## config.mk

```make
export PLATFORM = sky130hd
export DESIGN_NAME = branch_predict_cmp
export DESIGN_NICKNAME = d
export VERILOG_FILES = /design/src/rtl/branch_pkg.sv /design/src/rtl/branch_cond.sv /design/src/rtl/branch_predict_cmp.sv
export SDC_FILE = /design/constraint.sdc
export NUM_CORES = 1
export LEC_CHECK = 0
export CORE_UTILIZATION = 25
export DETAILED_ROUTE_END_ITERATION = 8
export SYNTH_ARGS = -nofsm -noshare
export SYNTH_HDL_FRONTEND = slang
export SYNTH_HIERARCHICAL = 1
export SYNTH_SLANG_ARGS = --single-unit
```

## constraint.sdc

```tcl
create_clock -name clk -period 5.17 [get_ports clk]
set_clock_uncertainty 0.1 [all_clocks]
set_input_delay 1.2925 -clock clk [delete_from_list [all_inputs] [get_ports clk]]
set_output_delay 1.2925 -clock clk [all_outputs]
set_load 0.02 [all_outputs]
```

## src/rtl/branch_pkg.sv

```systemverilog
// Shared constants and helpers for the branch comparator / predictor.
package branch_pkg;

  // Branch condition select codes.
  typedef enum logic [2:0] {
    B_BEQ    = 3'd0,
    B_BGEZAL = 3'd1,
    B_BNE    = 3'd2,
    B_BGEZ   = 3'd3,
    B_BLTZ   = 3'd4,
    B_BLEZ   = 3'd5,
    B_BGTZ   = 3'd6,
    B_BLTZAL = 3'd7
  } b_sel_e;

  // 2-bit saturating counter states; bit 1 is the taken prediction.
  typedef enum logic [1:0] {
    CNT_SNT = 2'd0,
    CNT_WNT = 2'd1,
    CNT_WT  = 2'd2,
    CNT_ST  = 2'd3
  } cnt_e;

  localparam cnt_e CNT_RESET = CNT_WNT;

  // Saturating counter step towards the resolved direction.
  function automatic logic [1:0] cnt_next(input logic [1:0] cnt, input logic tkn);
    logic [1:0] res;
    res = cnt;
    if (tkn) begin
      if (cnt != CNT_ST) res = cnt + 2'd1;
    end else begin
      if (cnt != CNT_SNT) res = cnt - 2'd1;
    end
    return res;
  endfunction

endpackage

```

## src/rtl/branch_cond.sv

```systemverilog
// Branch condition decode on forwarded operands (purely combinational).
module branch_cond
  import branch_pkg::*;
#(
  parameter int unsigned WIDTH = 32
) (
  input  logic [WIDTH-1:0] op_a,
  input  logic [WIDTH-1:0] op_b,
  input  logic [2:0]       b_sel,
  output logic             cond
);

  logic a_neg;
  logic a_zero;
  logic a_eq_b;

  assign a_neg  = op_a[WIDTH-1];
  assign a_zero = (op_a == '0);
  assign a_eq_b = (op_a == op_b);

  // Select the condition; op_b only matters for beq/bne.
  always_comb begin
    cond = 1'b0;
    case (b_sel)
      B_BEQ:    cond = a_eq_b;
      B_BGEZAL: cond = ~a_neg;
      B_BNE:    cond = ~a_eq_b;
      B_BGEZ:   cond = ~a_neg;
      B_BLTZ:   cond = a_neg;
      B_BLEZ:   cond = a_neg | a_zero;
      B_BGTZ:   cond = ~a_neg & ~a_zero;
      B_BLTZAL: cond = a_neg;
      default:  cond = 1'b0;
    endcase
  end

endmodule

```

## src/rtl/branch_predict_cmp.sv

```systemverilog
// ID-stage branch comparator with a PC-indexed BHT of 2-bit counters.
// Optional statistics counters are built when BRANCH_STATS_EN is defined;
// otherwise br_count/mp_count are tied to zero.
module branch_predict_cmp
  import branch_pkg::*;
#(
  parameter int unsigned WIDTH   = 32,
  parameter int unsigned BHT_IDX = 6,
  parameter int unsigned PC_W    = 32
) (
  input  logic             clk,
  input  logic             reset,
  input  logic [PC_W-1:0]  if_pc,
  output logic             pred_taken,
  input  logic             id_valid,
  input  logic             id_stall,
  input  logic [PC_W-1:0]  id_pc,
  input  logic             id_pred_taken,
  input  logic [WIDTH-1:0] op_a,
  input  logic [WIDTH-1:0] op_b,
  input  logic [2:0]       b_sel,
  output logic             taken,
  output logic             is_link,
  output logic             mispredict,
  output logic [31:0]      br_count,
  output logic [31:0]      mp_count
);

  localparam int unsigned ENTRIES = 1 << BHT_IDX;

  logic [BHT_IDX-1:0] if_idx;
  logic [BHT_IDX-1:0] id_idx;
  logic               cond;
  logic               upd;
  logic               unused_pc;

  logic [1:0] bht_q [ENTRIES];
  logic [1:0] bht_d [ENTRIES];

  assign if_idx    = if_pc[BHT_IDX+1:2];
  assign id_idx    = id_pc[BHT_IDX+1:2];
  assign unused_pc = ^{if_pc, id_pc};

  branch_cond #(
    .WIDTH(WIDTH)
  ) u_cond (
    .op_a (op_a),
    .op_b (op_b),
    .b_sel(b_sel),
    .cond (cond)
  );

  // Resolution outputs and training qualifier.
  always_comb begin
    upd        = id_valid & ~id_stall;
    taken      = id_valid & cond;
    is_link    = id_valid & ((b_sel == B_BGEZAL) | (b_sel == B_BLTZAL));
    mispredict = upd & (taken ^ id_pred_taken);
  end

  // IF lookup reads the registered table: no same-cycle bypass.
  assign pred_taken = bht_q[if_idx][1];

  // Next table contents: only the resolving entry moves.
  always_comb begin
    bht_d = bht_q;
    if (upd) bht_d[id_idx] = cnt_next(bht_q[id_idx], taken);
  end

  // Table storage; reset forces every entry to weakly-not-taken.
  always_ff @(posedge clk or negedge reset) begin
    if (!reset) begin
      for (int i = 0; i < ENTRIES; i++) bht_q[i] <= CNT_RESET;
    end else begin
      bht_q <= bht_d;
    end
  end

`ifdef BRANCH_STATS_EN
  logic [31:0] br_count_q, br_count_d;
  logic [31:0] mp_count_q, mp_count_d;

  // Wrap-around event counters.
  always_comb begin
    br_count_d = br_count_q;
    mp_count_d = mp_count_q;
    if (upd)        br_count_d = br_count_q + 32'd1;
    if (mispredict) mp_count_d = mp_count_q + 32'd1;
  end

  // Statistics registers.
  always_ff @(posedge clk or negedge reset) begin
    if (!reset) begin
      br_count_q <= '0;
      mp_count_q <= '0;
    end else begin
      br_count_q <= br_count_d;
      mp_count_q <= mp_count_d;
    end
  end

  assign br_count = br_count_q;
  assign mp_count = mp_count_q;
`else
  assign br_count = '0;
  assign mp_count = '0;
`endif

endmodule

```

# After elaboration in Yosys (flattened, before gate mapping)
# Index checks and enable logic that the tools add are counted.
[totals]
register_bits = 128
out_inout_bits = 68
word_cells = 112
input_bits = 136
[op_classes]
n_bitwise = 14
reduce_logical = 6
n_eq_ne = 9
magnitude_cmp = 3
n_addsub = 2
n_mux = 14
[ops]
columns = ["operator", "count"]
rows = [
  ["$bwmux W128", 1],
  ["$eq A32 B32 Y1", 1],
  ["$logic_not A32 Y1", 1],
  ["$bmux W2 S6", 2],
  ["$mux W2", 9],
  ["$ge A7 B7 Y1 const B", 2],
  ["$not A6 Y7", 2],
  ["$demux W2 S6", 1],
  ["$eq A3 B3 Y1 const B", 4],
  ["$lt A7 B1 Y1 const B", 1],
  ["$eq A3 B2 Y1 const B", 2],
  ["$pmux W1 S6", 1],
  ["$and A1 B1 Y1", 5],
  ["$not A1 Y1", 4],
  ["$reduce_or A2 Y1", 2],
  ["$eq A3 B1 Y1 const B", 1],
  ["$logic_not A3 Y1", 1],
  ["$add A2 B1 Y2 const B", 1],
  ["$ne A2 B2 Y1 const B", 1],
  ["$or A1 B1 Y1", 2],
  ["$reduce_bool A2 Y1", 1],
  ["$sub A2 B1 Y2 const B", 1],
  ["$logic_and A1 B1 Y1", 1],
  ["$xor A1 B1 Y1", 1],
]

# Logic depth before layout (Yosys ltp)
[logic_depth]
word_depth = 9
ltp_mapped = 12
depth_no_buf = 8

# Modules after synthesis
# The synthesis kept the hierarchy.
[modules_own_cells]
columns = ["module", "area_per_inst_um2", "cells_per_inst", "n_inst"]
rows = [
  ["branch_predict_cmp", 7340.8, 698, 1],
  ["branch_cond", 540.5, 67, 1],
]

# Worst setup path before layout
# No wires, ideal clock.
[synth_timing]
path_kind = "input-to-output"
startpoint = "input if_pc[2]"
endpoint = "output pred_taken"
setup_slack_ns = 0.004
t_required_ns = 3.778
cell_stages = 5
arrival_time_ns = 3.774
cell_sequence = "clkbuf_1 > buf_1 > mux4_2 > mux4_2 > mux4_2"
[synth_via]
elab_chain_cells = 4
[synth_rtl]
columns = ["element", "line", "text"]
rows = [
  ["start, declared", "branch_predict_cmp.sv:13", "input logic [PC_W-1:0] if_pc,"],
  ["$not A6 Y7 (implied by the code)", "branch_predict_cmp.sv:62", "assign pred_taken = bht_q[if_idx][1];"],
  ["$bmux W2 S6", "branch_predict_cmp.sv:62", ""],
  ["$mux W2 (implied by the code) (2 in a row)", "branch_predict_cmp.sv:62", ""],
  ["end, declared", "branch_predict_cmp.sv:14", "output logic pred_taken,"],
]
# No other way between the ends. The select of a mux whose other input is x is not followed.

# Worst setup path after layout
[layout_timing]
startpoint = "input if_pc[3]"
endpoint = "output pred_taken"
# The elaborated chain is that of the path after synthesis.

==> results.md <==
- Outcome: finished with violations
- Failing checks: DRC
- Vias in the first global route: 5733
- Die width: 179.6 um
- Routed Antenna Nets: 0
- Critical path arrival: 3.72 ns
- Max_cap viols: 0
- Row cnt: 64
- Switching Power: 0.0006946 W
- Buf+Inv Stages, Crit Path: 3
- Clk root buf: clkbuf_16
- Critical R2R Launch: bht_q[60]
- Worst-path clk slew: 0.05 ns
- Via density: approximately 4.6
- Largest net degree at the start of global routing: 70
- Max VDD drop: ~0.00021 V
- Area Growth Syn to Fin: 24.00%
- Core Area: between 0.03 and 0.04 mm2
- Hold Buf Count CTS: 0
- Fmax: 195.6 MHz
- Crit Path Category: in -> out
- EDFF count, synth: 0
- Crit. path cell count: 6
- Combinational power share: 0.147
- CP top delay family: multiplexers
- Maximum fanout along the worst path: 16
- Wire per inst: roughly 16 um
- Pint: 0.002116 W
- Hold depth: 2
- Synth warnings: 6
- Slew of the pin with the lowest slew margin: a little over 0.8 ns
- Post-Synthesis Cells: 765
- Clock buffers created by TritonCTS: 17
- # setup viols final: 0
- Top reg by flops: bht_q
- Tmin final: approximately 5.1 ns
- Layout cells sized above 1: 0.2870
- Syn_area_per_cell: 10.30 um2
- Largest stage delay, worst path: 0.53 ns
- Sink Count: around 130
- Critical Path Start: if_pc[3]
- PortBufs: 87
- Initial antenna violation count: 0
- Worst-Skew Late Latency: 0.43 ns
- Die height: 179.6 um
- Register bit count reported by yosys: 128
- 1st-pass router iterations: 9
- Clk pwr share: 0.465
- DRC viols: 15
- Unrepaired setup endpoints after global routing: no
- First-pass GRT wire length: approximately 33 mm
- Mapped cell area: 0.007881 mm2
- IO Pins: 204
- Setup_tns: 0 ns
- Placed inst area: 0.009087 mm2
- CTS tree: done
- Gr usage total: 0.1326
- Power share of the sequential group: 0.389
- DR iter-0 viols: 404
- CTS Buffer Depth: 2
- Worst r2r path cells: 7
- Max FFs per register: 128
- Largest regs: bht_q: 128 flops
- Critical Path Start Type: primary input
- Non-filler instance count after layout: 1288
- Initial core utilization: 0.2556
- Relative max-transition margin: 0.4459
- Fin. max-slew vios: 0
- Placer Congestion: 0.8407
- Final period util: 0.9889
- Post-synth ARST share: 1.000
- CP max stage cell: mux4_2
- # diodes: 0
- Sw Ratio: 0.2471
- H-tree levels: 4
- Total Die Area: roughly 0.032 mm2
- Final worst slack: 0.05726 ns
- Top_reg_cell synth: dfstp_2
- Final core occ: 0.3170
- GRT overflow: 0
- Total number of vias: 5896
- Final WL: 20.81 mm
- Sequential share of the synthesized area: 0.4166
- Netlist cell types: 52
- Placed Cells: 1254
- Crit path top cell by count: mux4_2
- Hold Fails Final Rpt: 0
- Post-route design area: 0.009773 mm2
- Required @ worst endpoint: 3.78 ns
- # nets final: 1015
- Critical Path Sink Type: output pin
- Pwr dens: between 200 and 300 mW/mm2
- Hold crit path type: reg -> reg
- Worst Setup Slack post-DPL: -0.3717 ns
- Min-delay src: bht_q[106]
- Hpwl dp: 15.00 mm
- Crit path cell chain: clkdlybuf4s50_1 -> buf_12 -> mux4_2 -> mux4_2 -> mux4_2 -> dlygate4sd2_1
- Lkg Pwr: between 3 and 4 nW
==> worst reg2reg max path: stages (launching register included) <==
cell     delay, ns
dfstp_2       0.37
mux4_1        0.51
mux2_2        0.31
a22o_1        0.28
or3_1         0.33
maj3_4        0.46
buf_4         0.28
o21ai_2       0.17
==> power by group through the flow <==
stage | registers [W] | clock network [W] | logic [W]
after floorplan | 0.00110 | 0 | 0.000297
after global placement | 0.00111 | 0 | 0.000406
after detailed placement | 0.00111 | 0 | 0.000410
after CTS | 0.00109 | 0.00133 | 0.000415
after global routing | 0.00110 | 0.00137 | 0.000448
final | 0.00109 | 0.00131 | 0.000413
==> kinds of logic (layout without fill, tap and decap cells) <==
logic type,Yosys count,in the layout,synth area share
other,1,64,0.0004758
xor gates and xnor gates,34,34,0.03778
AOI/OAI and AO/OA,158,158,0.1368
and+or+nand+nor,274,274,0.1532
adders and majority gates,2,2,0.003175
DFF,128,128,0.4166
muxes,61,61,0.1516
buffers and inverters,107,171,0.1003
==> cells in the mapped netlist (2+ instances only) <==
master	count	area [um2]
nor4_2	4	50.05
nor2_1	13	48.80
nand2_1	204	765.7
nand3_1	7	35.03
nor4_1	7	43.79
nand4_1	11	68.82
xnor2_1	33	289.0
a21oi_1	6	30.03
o211ai_1	3	22.52
dfstp_2	64	1682
buf_1	2	7.510
inv_1	5	18.77
a22oi_1	5	37.54
o22ai_1	3	18.77
nor3b_1	5	37.54
buf_4	65	488.0
a31oi_1	4	25.02
buf_2	8	40.04
o21ai_0	68	340.3
mux2i_1	14	140.1
o21ai_2	60	525.5
buf_12	6	120.1
and3_1	5	31.28
dfrtp_1	64	1602
mux4_2	40	900.9
clkbuf_1	16	60.06
nor3_1	7	35.03
mux2_2	2	22.52
buf_6	5	56.30
nand2b_1	3	18.77
mux4_1	5	131.4
==> path summary, 6_finish.rpt <==
check / slack, ns / endpoint
max in group asynchronous: 3.25 / bht_q[54]
min in group asynchronous: 0.83 / bht_q[21]
worst min register to register: 0.37 / bht_q[106]
worst min-delay path: 0.37 / bht_q[106]
worst max register to register: 2.32 / bht_q[84]
worst max-delay path: 0.06 / pred_taken
==> layout by cell type, fill, tap and decap left out, drive strengths merged, types with 2 or more instances in the layout <==
master | netlist | layout
a211oi | 2 | 2
a21oi | 6 | 6
a22oi | 5 | 5
a31oi | 4 | 4
and3 | 5 | 5
buf | 86 | 49
bufinv | 0 | 4
clkbuf | 16 | 28
clkdlybuf4s50 | 0 | 80
conb | 1 | 64
dfrtp | 64 | 64
dfstp | 64 | 64
dlygate4sd2 | 0 | 2
inv | 5 | 5
maj3 | 2 | 2
mux2 | 2 | 2
mux2i | 14 | 14
mux4 | 45 | 45
nand2 | 204 | 204
nand2b | 4 | 4
nand3 | 7 | 7
nand4 | 11 | 11
nor2 | 13 | 13
nor3 | 7 | 7
nor3b | 5 | 5
nor4 | 12 | 12
o211ai | 3 | 3
o21ai | 129 | 129
o22ai | 3 | 3
xnor2 | 33 | 33
==> stage by stage <==
stage,hold slack [ns],power [W]
2_1_floorplan,0.3511,0.001395
3_3_place_gp,0.3578,0.001511
3_5_place_dp,0.3619,0.001517
4_1_cts,0.3695,0.002836
5_1_grt,0.3816,0.002919
6_report,0.3671,0.002811
==> layout make-up <==
class / instances / area, um2
Clock inverter: 5 / 125.1
Clock buffer: 27 / 513.0
Tap cell: 396 / 495.5
Multi-Input combinational cell: 593 / 4056
Fill cell: 3099 / 21060
Sequential cell: 128 / 3283
Timing Repair Buffer: 134 / 1281
Inverter: 5 / 18.77
==> what timing repair did <==
item | 4_1_cts | 5_1_grt
setup endpoints to repair | 3 | 2
setup buffers | 1 | 0
pin swaps | 0 | 1
gates cloned | 1 | 0
resized for setup | 4 | 4
==> per-layer routing <==
layer | GRT usage | part of all wire
met5 | 0 | 0
met2 | 0.2128 | 0.48
met4 | 0.04483 | 0.017
met3 | 0.03039 | 0.048
met1 | 0.1756 | 0.45
No activity file was read; power rests on OpenSTA's default activity.
